[config.mk]
export PLATFORM = sky130hd
export DESIGN_NAME = sqrt_job_sequencer
export DESIGN_NICKNAME = d
export VERILOG_FILES = /design/src/rtl/sqrt_job_sequencer.sv
export SDC_FILE = /design/constraint.sdc
export NUM_CORES = 1
export LEC_CHECK = 0
export CORE_ASPECT_RATIO = 1.2
export CORE_MARGIN = 2
export CORE_UTILIZATION = 40
export CTS_CLUSTER_SIZE = 28
export DETAILED_ROUTE_END_ITERATION = 8
export DONT_BUFFER_PORTS = 1
export PLACE_DENSITY = 0.53
export SYNTH_ARGS = -nofsm -noshare
export SYNTH_HDL_FRONTEND = slang
export SYNTH_SLANG_ARGS = --single-unit
[constraint.sdc]
create_clock -name clk -period 1.74 [get_ports clk]
set_input_delay 0.348 -clock clk [delete_from_list [all_inputs] [get_ports clk]]
set_output_delay 0.348 -clock clk [all_outputs]
set_load 0.005 [all_outputs]
[src/rtl/sqrt_job_sequencer.sv]
// Square-root job sequencer: accepts operands on a valid/ready stream, presents
// each one to the root datapath, pulses Start to the controller, waits for Done
// (guarded by a watchdog) and returns the captured root on an output stream.
// One pending slot lets the next operand queue while a result is unconsumed.
module sqrt_job_sequencer #(
   parameter int WIDTH     = 16,
   parameter int RES_WIDTH = 8,
   parameter int TIMEOUT   = 64
) (
   input  logic                 clk,
   input  logic                 CLR,
   input  logic                 in_valid,
   output logic                 in_ready,
   input  logic [WIDTH-1:0]     in_data,
   output logic                 Start,
   input  logic                 Done,
   output logic [WIDTH-1:0]     dp_operand,
   input  logic [RES_WIDTH-1:0] dp_result,
   output logic                 out_valid,
   input  logic                 out_ready,
   output logic [RES_WIDTH-1:0] out_data,
   output logic                 out_err,
   output logic                 busy
);

   // Watchdog only needs to reach TIMEOUT-1 before the abort fires.
   localparam int WD_W = (TIMEOUT > 2) ? $clog2(TIMEOUT) : 1;
   localparam logic [WD_W-1:0] WD_LAST = WD_W'(TIMEOUT - 1);

   typedef enum logic [1:0] {
      S_IDLE  = 2'd0,
      S_START = 2'd1,
      S_WAIT  = 2'd2,
      S_OUT   = 2'd3
   } state_t;

   state_t            state_reg;
   logic              pend_valid_reg;
   logic [WIDTH-1:0]  pend_data_reg;
   logic [WD_W-1:0]   wd_cnt_reg;
   logic              in_fire;
   logic              out_fire;

   // Operands are taken when idle, or while a result waits and the slot is free.
   assign in_ready = (state_reg == S_IDLE) ||
                     ((state_reg == S_OUT) && !pend_valid_reg);
   assign in_fire  = in_valid & in_ready;
   assign out_fire = out_valid & out_ready;

   // Sequencer FSM with all outputs registered; Done matters only in S_WAIT.
   always_ff @(posedge clk or negedge CLR) begin
      if (!CLR) begin
         state_reg      <= S_IDLE;
         Start          <= 1'b0;
         out_valid      <= 1'b0;
         out_err        <= 1'b0;
         out_data       <= '0;
         dp_operand     <= '0;
         pend_valid_reg <= 1'b0;
         pend_data_reg  <= '0;
         wd_cnt_reg     <= '0;
         busy           <= 1'b0;
      end else begin
         Start <= 1'b0;
         case (state_reg)
            S_IDLE: begin
               if (in_fire) begin
                  dp_operand <= in_data;
                  Start      <= 1'b1;
                  busy       <= 1'b1;
                  state_reg  <= S_START;
               end
            end

            S_START: begin
               wd_cnt_reg <= '0;
               state_reg  <= S_WAIT;
            end

            S_WAIT: begin
               wd_cnt_reg <= wd_cnt_reg + 1'b1;
               if (Done) begin
                  out_data  <= dp_result;
                  out_err   <= 1'b0;
                  out_valid <= 1'b1;
                  state_reg <= S_OUT;
               end else if (wd_cnt_reg == WD_LAST) begin
                  out_data  <= '0;
                  out_err   <= 1'b1;
                  out_valid <= 1'b1;
                  state_reg <= S_OUT;
               end
            end

            S_OUT: begin
               if (out_fire) begin
                  out_valid <= 1'b0;
                  if (pend_valid_reg) begin
                     // Back-to-back job from the pending slot.
                     dp_operand     <= pend_data_reg;
                     pend_valid_reg <= 1'b0;
                     Start          <= 1'b1;
                     state_reg      <= S_START;
                  end else if (in_fire) begin
                     // Operand arriving with the handshake bypasses the slot.
                     dp_operand <= in_data;
                     Start      <= 1'b1;
                     state_reg  <= S_START;
                  end else begin
                     busy      <= 1'b0;
                     state_reg <= S_IDLE;
                  end
               end else if (in_fire) begin
                  pend_data_reg  <= in_data;
                  pend_valid_reg <= 1'b1;
               end
            end

            default: begin
               busy      <= 1'b0;
               state_reg <= S_IDLE;
            end
         endcase
      end
   end

endmodule

Word-level counts from Yosys, hierarchy flattened
Index checks and enable logic that the tools add are counted.
{"block": "word_totals", "word_cells": 68, "inputBits": 29, "register_bits": 53, "out_inout_bits": 29}
{"block": "classes", "n_mux": 29, "eq_ne": 9, "add_sub_neg": 1, "n_reduce_logical": 16, "bitwise_logic": 3}
{"operator": "16-bit two-way mux", "n": 3}
{"operator": "16-bit one-hot mux with 2 select lines", "n": 1}
{"operator": "8-bit two-way mux", "n": 2}
{"operator": "1-bit two-way mux", "n": 14}
{"operator": "6-bit one-hot mux with 2 select lines", "n": 1}
{"operator": "2-bit nonzero test", "n": 5}
{"operator": "3-bit AND reduction", "n": 3}
{"operator": "2-bit two-way mux", "n": 4}
{"operator": "2-bit inequality test, second input constant", "n": 4}
{"operator": "2-bit one-hot mux with 4 select lines", "n": 1}
{"operator": "6-bit by 1-bit adder with 6-bit output, second input constant", "n": 1}
{"operator": "6-bit == test, second input constant", "n": 1}
{"operator": "1-bit one-hot mux with 2 select lines", "n": 3}
{"operator": "2-bit AND reduction", "n": 3}
{"operator": "5-bit AND reduction", "n": 1}
{"operator": "2-bit == test, second input constant", "n": 2}
{"operator": "3-bit inequality test, second input constant", "n": 1}
{"operator": "1-bit bitwise AND", "n": 2}
{"operator": "2-bit by 1-bit == test with 1-bit output, second input constant", "n": 1}
{"operator": "2-bit zero test", "n": 1}
{"operator": "1-bit logical AND", "n": 1}
{"operator": "1-bit zero test", "n": 1}
{"operator": "1-bit logical OR", "n": 1}
{"operator": "1-bit inverter", "n": 1}

Longest topological paths before layout
Gate-level depths: netlist (run 1).
{"block": "logic_depth", "word_depth": 8, "mapped_depth": 7, "mapped_depth_nobuf": 6}

Worst setup path after synthesis (run 1)
OpenSTA, ideal clock, no wires.
{"block": "synth_path", "kind": "reg2reg", "from": "register state_reg[0]", "to": "register pend_data_reg[10]", "setup_ps": 125, "path_slack_ps": 89, "t_required_ps": 1615, "period_less_slack_ps": 1651, "path_stages_with_launch": 7, "t_arrival_ps": 1526, "n_path_buf": 1, "path_cell_list": "dfrtp_1 inv_1 ha_1 inv_1 a21oi_4 buf_6 mux2_2"}
{"block": "synth_via", "elab_chain_len": 5, "word_cells_on_any_way": 6, "classes_between": "eq/ne (1); bitwise (1); reduce/logical (4)"}
{"item": "from (decl)", "line_no": "37", "text": "state_t state_reg;"}
{"item": "from (signal assigned)", "line_no": "53", "text": "state_reg <= S_IDLE;"}
{"item": "from (signal assigned)", "line_no": "71", "text": "state_reg <= S_START;"}
{"item": "from (signal assigned)", "line_no": "77", "text": "state_reg <= S_WAIT;"}
{"item": "2-bit == test", "line_no": "46, 65"}
{"item": "1-bit logical AND", "line_no": "46", "text": "((state_reg == S_OUT) && !pend_valid_reg);"}
{"item": "1-bit logical OR", "line_no": "45", "text": "assign in_ready = (state_reg == S_IDLE) ||"}
{"item": "1-bit bitwise AND", "line_no": "47", "text": "assign in_fire = in_valid & in_ready;"}
{"item": "3-bit AND reduction (no line) (*)"}
{"item": "to (signal assigned)", "line_no": "114", "text": "pend_data_reg <= in_data;"}
{"item": "to (decl)", "line_no": "39", "text": "logic [WIDTH-1:0] pend_data_reg;"}
Every way passes the cells marked *; elsewhere a longest branch is shown, timed or not.
A chain may end at the register's enable or synchronous reset.

Worst setup path in the final report (run 1)
{"block": "layout_path", "from": "register state_reg[1]", "to": "output in_ready"}
{"block": "layout_via", "elab_chain_len": 3, "word_cells_on_any_way": 4, "classes_between": "eq/ne (1); reduce/logical (3)"}
{"item": "2-bit == test", "line_no": "46"}
{"item": "1-bit logical AND", "line_no": "46"}
{"item": "1-bit logical OR (*)", "line_no": "45"}
{"item": "to (decl)", "line_no": "13", "text": "output logic in_ready,"}
Marks and branches as above.

==> results of run 1 <==
==> stage by stage <==
stage          hold slack [ns]  setup slack, ns
2_1_floorplan           0.0524           0.0888
3_5_place_dp            0.0538           0.0173
6_report                 0.171           0.0921
5_1_grt                  0.152          0.00735
4_1_cts                  0.158          0.00226
3_3_place_gp            0.0538           0.0749
==> worst paths after layout <==
kind	depth (start not counted)	to	slack [ns]
worst min-delay path	1	busy$_DFFE_PN0P_	0.17
worst max register to register	6	pend_data_reg[11]$_DFFE_PN0P_	0.09
min in group asynchronous	2	out_data[3]$_DFFE_PN0P_	0.55
worst min register to register	1	pend_data_reg[14]$_DFFE_PN0P_	0.49
max in group asynchronous	2	state_reg[1]$_DFFE_PN0P_	0.93
worst max-delay path	4	in_ready	0.09
==> metal layers <==
metal	vias to the layer above	GRT usage (%)	wire [um]
met3	7	5.29	290
met1	799	20.0	2050
met4	0	6.61	74
li1	751	-	-
met5	-	0	0
met2	34	28.7	2810
==> worst reg2reg max path, stage by stage (launching register included) <==
cell,delay (ns)
dfrtp_2,0.46
inv_1,0.14
ha_4,0.17
inv_1,0.09
a21oi_4,0.17
buf_12,0.16
mux2_2,0.34
==> where the power goes <==
part / internal, mW / switching, mW
Sequential: 1.79 / 0.426
Clock: 0.285 / 0.378
Combinational: 1.00 / 1.10
==> synthesized netlist by cell type <==
| cell type | number |
|---|---|
| a21o_1 | 1 |
| a21oi_1 | 21 |
| a21oi_4 | 1 |
| a221oi_2 | 1 |
| a22o_1 | 9 |
| a31oi_1 | 1 |
| and2_1 | 1 |
| and3_1 | 2 |
| buf_2 | 3 |
| buf_4 | 3 |
| buf_6 | 1 |
| clkbuf_1 | 4 |
| dfrtp_1 | 53 |
| ha_1 | 5 |
| inv_1 | 5 |
| mux2_1 | 5 |
| mux2_2 | 13 |
| mux2i_1 | 5 |
| nand2_1 | 11 |
| nand2_4 | 1 |
| nand2b_1 | 1 |
| nand3_1 | 5 |
| nor2_1 | 20 |
| nor2b_1 | 4 |
| nor3_1 | 2 |
| o211ai_1 | 1 |
| o21ai_0 | 8 |
| o21ai_1 | 2 |
| o21bai_1 | 1 |
| o22a_1 | 1 |
| o22ai_1 | 12 |
| o2bb2ai_1 | 1 |
| o31a_1 | 1 |
| o31ai_1 | 1 |
==> what timing repair did <==
action                     in CTS  in global routing
cloned                          0                  1
setup buffers                   0                  1
resized for setup               2                  7
hold buffers                    2                  0
setup endpoints to repair       9                 34
hold endpoints to repair       53                  0
pin swaps                       0                  1
==> layout make-up <==
class	instances	area (um^2)	share of cell area, %
clock buffers	7	76.3	2.89
flip-flops and latches	53	1330	50.2
well taps	80	100	3.79
multi-input cells	137	958	36.3
repair buffers	13	154	5.82
inverters	5	18.8	0.710
clock inverters	1	7.51	0.284
==> kinds of logic (layout without fill, tap and decap cells) <==
group / count (synthesis) / in the layout
buf+inv: 16 / 26
simple gates: 47 / 47
flops: 53 / 53
compound gates: 62 / 62
mux: 23 / 23
fa+ha+maj: 5 / 5
==> flow_summary.ini, run 1 <==
[placed_design]
place_congestion = 0.710
placed_cell_area_um2 = 2470
place_inst = 284
hpwl_mm = 3.51
io_buffer_count = 0

[timing]
fin_skew_ns = 0.00486
fin_crit_sh_pct = 94.7
hold_viol = 0
rsz0062_at_grt = no
maxSlewViolCount = 0
period_needed_ns = 1.65
worst_pin_slew_ns = 0.345
relSlewSlack_pct = 77.0
fin_tns_setup_ns = 0
setup_viol = 0
max_freq_mhz = 607

[pwr]
peakVddDrop_v = 0.000834
finalPower_mw = 4.98
power.leakage_nw = 1.15
powerDensity_nw_per_um2 = 1890

[worst_setup_path]
cp_max_fo = 8
cpMaxStageDelayCell = dfrtp_2
r2r_start = state_reg[1]$_DFFE_PN0P_
end_kind = output pin
cp-startpoint = state_reg[1]$_DFFE_PN0P_
required_ns = 1.39
cp_top_family = flip-flops
critPathKind = flop to output pin
path_cells = ha_4, buf_4, nand2b_1, nand2_1
startpoint_type = flop
crit_buf_inv = 1
cp.arrival_ns = 1.30
slowest_delay_ns = 0.46

[yosys]
synthSimpleGateAreaFrac_pct = 9.09
synth_area_um2 = 2340
synth_seq_cells = 53
synth_mux_area_share_pct = 10.8
synth_fp_nets = 240
syn_avg_cell_area_um2 = 11.4
synthTopCellsByArea = dfrtp_1 57%, mux2_2 6.3%, a21oi_1 4.5%, a22o_1 3.4%, nor2_1 3.2%
synth_compound_area_share_pct = 17.2
syn_inst = 206
synth_xor_area_share_pct = 0
yosysWarnings = 0
synth_top_area_share_pct = 56.7
seq_area_frac_synth_pct = 56.7
synth_top_family_by_area = compound AO/OA/AOI/OAI gates
synthAdderAreaFrac_pct = 2.67
post_synth_num_cell_types = 34
synth_top_area_cell = dfrtp_1

[global_routing]
grt_pass1_wl_mm = 8.42
grt_max_degree = 54
grt-ovfl-total = 0
grt_usage_pct = 17.0
antenna_found_initial = 0
grt_pass1_vias = 1710

[cts]
cts_tree = yes
max-clock-path-buffers = 2
h-tree-depth = 2
cts_root_buffer = clkbuf_8
cts_buffers = 5
clock_latency_ns = 0.30
path_clk_slew_ns = 0.09
cts.sinks = 53

[floorplanning]
num_rows = 30
ios = 58
core_um2 = 5670
die_w_um = 73.8
start_util_pct = 41.3
die_h_um = 87.8
die-area_um2 = 6480

[route]
first_pass_iters = 4
wl_mm = 5.22
wl_per_cell_um = 17.6
vias = 1591
drt_iter0_markers = 81
final_antenna_net_count = 0
vias_per_cell = 5.38
drc = 0

[final_layout]
fin_util_pct = 46.6
final_net_count = 249
drive_above_1_share_pct = 18.1
n_fill_cell = 535
syn_to_final_growth_pct = 12.9
finalInstanceArea_um2 = 2640
antenna-diode-count = 0
final_cell_mix = 52 x dfrtp_1, 21 x a21oi_1, 20 x nor2_1, 13 x mux2_2, 12 x o22ai_1
finalNonFillerCells = 296
final_common_cell = dfrtp_1

[worst_hold_path]
hp-start = in_valid
hp-class = primary input to flop

[flow_run]
cap_violations = 0

[run_status]
status = finished, final reports clean
Power figures use the tool's default switching activity.
==> run 2, diff against run 1 <==
- ABC_AREA: not set -> 1
==> run 2 against run 1 <==
  * Sequential power barely moved
  * Core utilization fell by 2.1 points
  * Die area rose by 10%
  * Critical path depth grew 5
  * First-iteration DRC count is 23% lower
  * Power increased by 3.6%
  * Hold slack lost 0.028 ns
  * Clock-buffer cell count is 1 lower
  * Critical endpoint is now dp_operand[13]$_DFFE_PN0P_
  * Highest routed layer unchanged
==> flow_summary.ini, run 2 <==
[run_status]
status = finished, final reports clean

[floorplanning]
num_rows = 32
ios = 58
core_um2 = 6330
die-area_um2 = 7130
die_w_um = 77.4
die_h_um = 92.1
start_util_pct = 40.9

[timing]
holdWs_ns = 0.143
rsz0062_at_grt = no
period_needed_ns = 1.60
relSlewSlack_pct = 80.0
hold_viol = 0
setup_viol = 0
max_freq_mhz = 624
maxSlewViolCount = 0
fin_skew_ns = 0.00713
worst_pin_slew_ns = 0.300
fin_tns_setup_ns = 0
fin_crit_sh_pct = 92.0

[final_layout]
seq_area_um2 = 1330
antenna-diode-count = 0
syn_to_final_growth_pct = 8.81
multi_input_area_um2 = 1060
final_common_cell = nand2_1
drive_above_1_share_pct = 16.8
final_cell_mix = 106 x nand2_1, 52 x dfrtp_1, 25 x nor2_1, 25 x inv_1, 23 x o21ai_2
fin_util_pct = 44.5
n_fill_cell = 684
final_net_count = 342
finalNonFillerCells = 394

[yosys]
synth_enable_flop_cells = 0
seq_area_frac_synth_pct = 51.3
syn_avg_cell_area_um2 = 8.54
synthTopCellsByCount = 106 x nand2_1, 53 x dfrtp_1, 26 x inv_1
synthSimpleGateAreaFrac_pct = 23.4
synth_compound_area_share_pct = 14.8
yosysWarnings = 0
synthFlopType = dfrtp_1
synth_top_area_cell = dfrtp_1
synth_top_family_by_area = simple AND/OR/NAND/NOR gates
yosysMostFrequentCell = nand2_1
synth_area_um2 = 2590
syn_inst = 303
synthAdderAreaFrac_pct = 2.42
ys_async_sr_fraction_pct = 100
synth_fp_nets = 337
synthTopCellsByArea = dfrtp_1 51%, nand2_1 15%, o21ai_2 7.8%, o21ai_0 4.3%, inv_1 3.8%
synth_seq_cells = 53
synth_top_area_share_pct = 51.3
synth_xor_area_share_pct = 0
post_synth_num_cell_types = 25
synth_mux_area_share_pct = 0

[cts]
h-tree-depth = 2
cts_tree = yes
cts_root_buffer = clkbuf_8
clock_latency_ns = 0.30
cts_setup_buffers = 0
cts_buffers = 5
path_clk_slew_ns = 0.09
max-clock-path-buffers = 2
cts.sinks = 53

[global_routing]
grt_max_degree = 54
grt-ovfl-total = 0
grt_pass1_vias = 1875
grt_pass1_wl_mm = 8.82
grt_usage_pct = 15.5
antenna_found_initial = 0

[placed_design]
hpwl_mm = 3.69
place_inst = 384
place_congestion = 0.722
io_buffer_count = 0

[route]
vias = 1893
wl_per_cell_um = 13.0
drc = 0
final_antenna_net_count = 0
wl_mm = 5.14
drt_iter0_markers = 62
vias_per_cell = 4.80
first_pass_iters = 4

[worst_setup_path]
rrSetupSlack_ns = 0.14
startpoint_type = flop
end_kind = flop
critPathKind = flop to flop
required_ns = 1.93
ff2ff_path_depth = 9
reg2reg_to = dp_operand[13]$_DFFE_PN0P_
cp_max_fo = 18
cp.arrival_ns = 1.79
r2r_start = state_reg[1]$_DFFE_PN0P_

[pwr]
powerDensity_nw_per_um2 = 1840
power.leakage_nw = 1.46
peakVddDrop_v = 0.000659

[flow_run]
cap_violations = 0

[worst_hold_path]
hp-class = primary input to flop
hold_path_depth = 1
hp-start = out_ready
holdPathEnd = pend_valid_reg$_DFFE_PN0P_
==> run 2: worst max-delay path, cell delays in order (launching register included) <==
cell	delay, ns
dfrtp_2	0.44
inv_1	0.09
ha_1	0.18
o21bai_4	0.16
nand2_4	0.13
nand2_1	0.12
nand2_4	0.08
buf_12	0.16
nand2_1	0.07
o21ai_2	0.05
==> run 2: worst max-delay path by stage <==
| stage | startpoint | endpoint | slack [ns] | cells past startpoint |
|---|---|---|---|---|
| floorplan | state_reg[0]$_DFFE_PN0P_ | dp_operand[13]$_DFFE_PN0P_ | 0.14 | 10 |
| detailed placement | state_reg[0]$_DFFE_PN0P_ | dp_operand[14]$_DFFE_PN0P_ | 0.07 | 9 |
| global route | state_reg[1]$_DFFE_PN0P_ | dp_operand[0]$_DFFE_PN0P_ | 0.01 | 9 |
| global placement | state_reg[1]$_DFFE_PN0P_ | pend_data_reg[10]$_DFFE_PN0P_ | 0.13 | 9 |
| CTS | state_reg[0]$_DFFE_PN0P_ | dp_operand[13]$_DFFE_PN0P_ | 0.06 | 9 |
| finish | state_reg[1]$_DFFE_PN0P_ | dp_operand[13]$_DFFE_PN0P_ | 0.14 | 9 |
==> run 2: per-stage QoR <==
| stage | instance area (um^2) | total power, mW | worst slack, ns |
|---|---|---|---|
| final | 2810 | 5.16 | 0.139 |
| after CTS | 2800 | 5.24 | 0.0567 |
| after global placement | 2670 | 4.41 | 0.132 |
| after detailed placement | 2670 | 4.49 | 0.0732 |
| after floorplan | 2590 | 3.95 | 0.144 |
| after global routing | 2810 | 5.70 | 0.0134 |
==> run 2: where the power goes <==
part / leakage, nW / switching, mW / total [mW] / internal, mW
clock: 0.0374 / 0.406 / 0.691 / 0.285
combinational: 0.758 / 1.37 / 2.25 / 0.884
sequential: 0.665 / 0.417 / 2.22 / 1.81
==> run 2: layout make-up <==
class / count / area share, %
clock inverters: 2 / 0.534
clock buffers: 6 / 2.58
inverters: 30 / 4.09
well taps: 85 / 3.78
multi-input cells: 208 / 37.7
flip-flops and latches: 53 / 47.2
repair buffers: 10 / 4.18
==> run 2: per-layer routing <==
layer	share of wire, %	vias up	track usage, %	wire length [um]
li1	-	960	-	-
met1	42	882	18.3	2150
met2	50	45	26.0	2560
met3	6.9	6	5.51	357
met4	1.2	0	5.36	63
met5	0	-	0	0
==> run 2: kinds of logic after synthesis <==
logic type	count (synthesis)
flops	53
compound gates	56
simple gates	147
buf+inv	42
fa+ha+maj	5
==> run 2: timing repair <==
action	in CTS	in global routing
gates resized for setup	0	6
endpoints found under the setup margin	0	28
hold buffers	2	0
hold endpoints to repair	53	0
==> run 3, diff against run 2 <==
- GPL_TIMING_DRIVEN: not set -> 1
==> results of run 3 <==
Same layout as run 2: the final DEF is identical, and so are final timing and power.
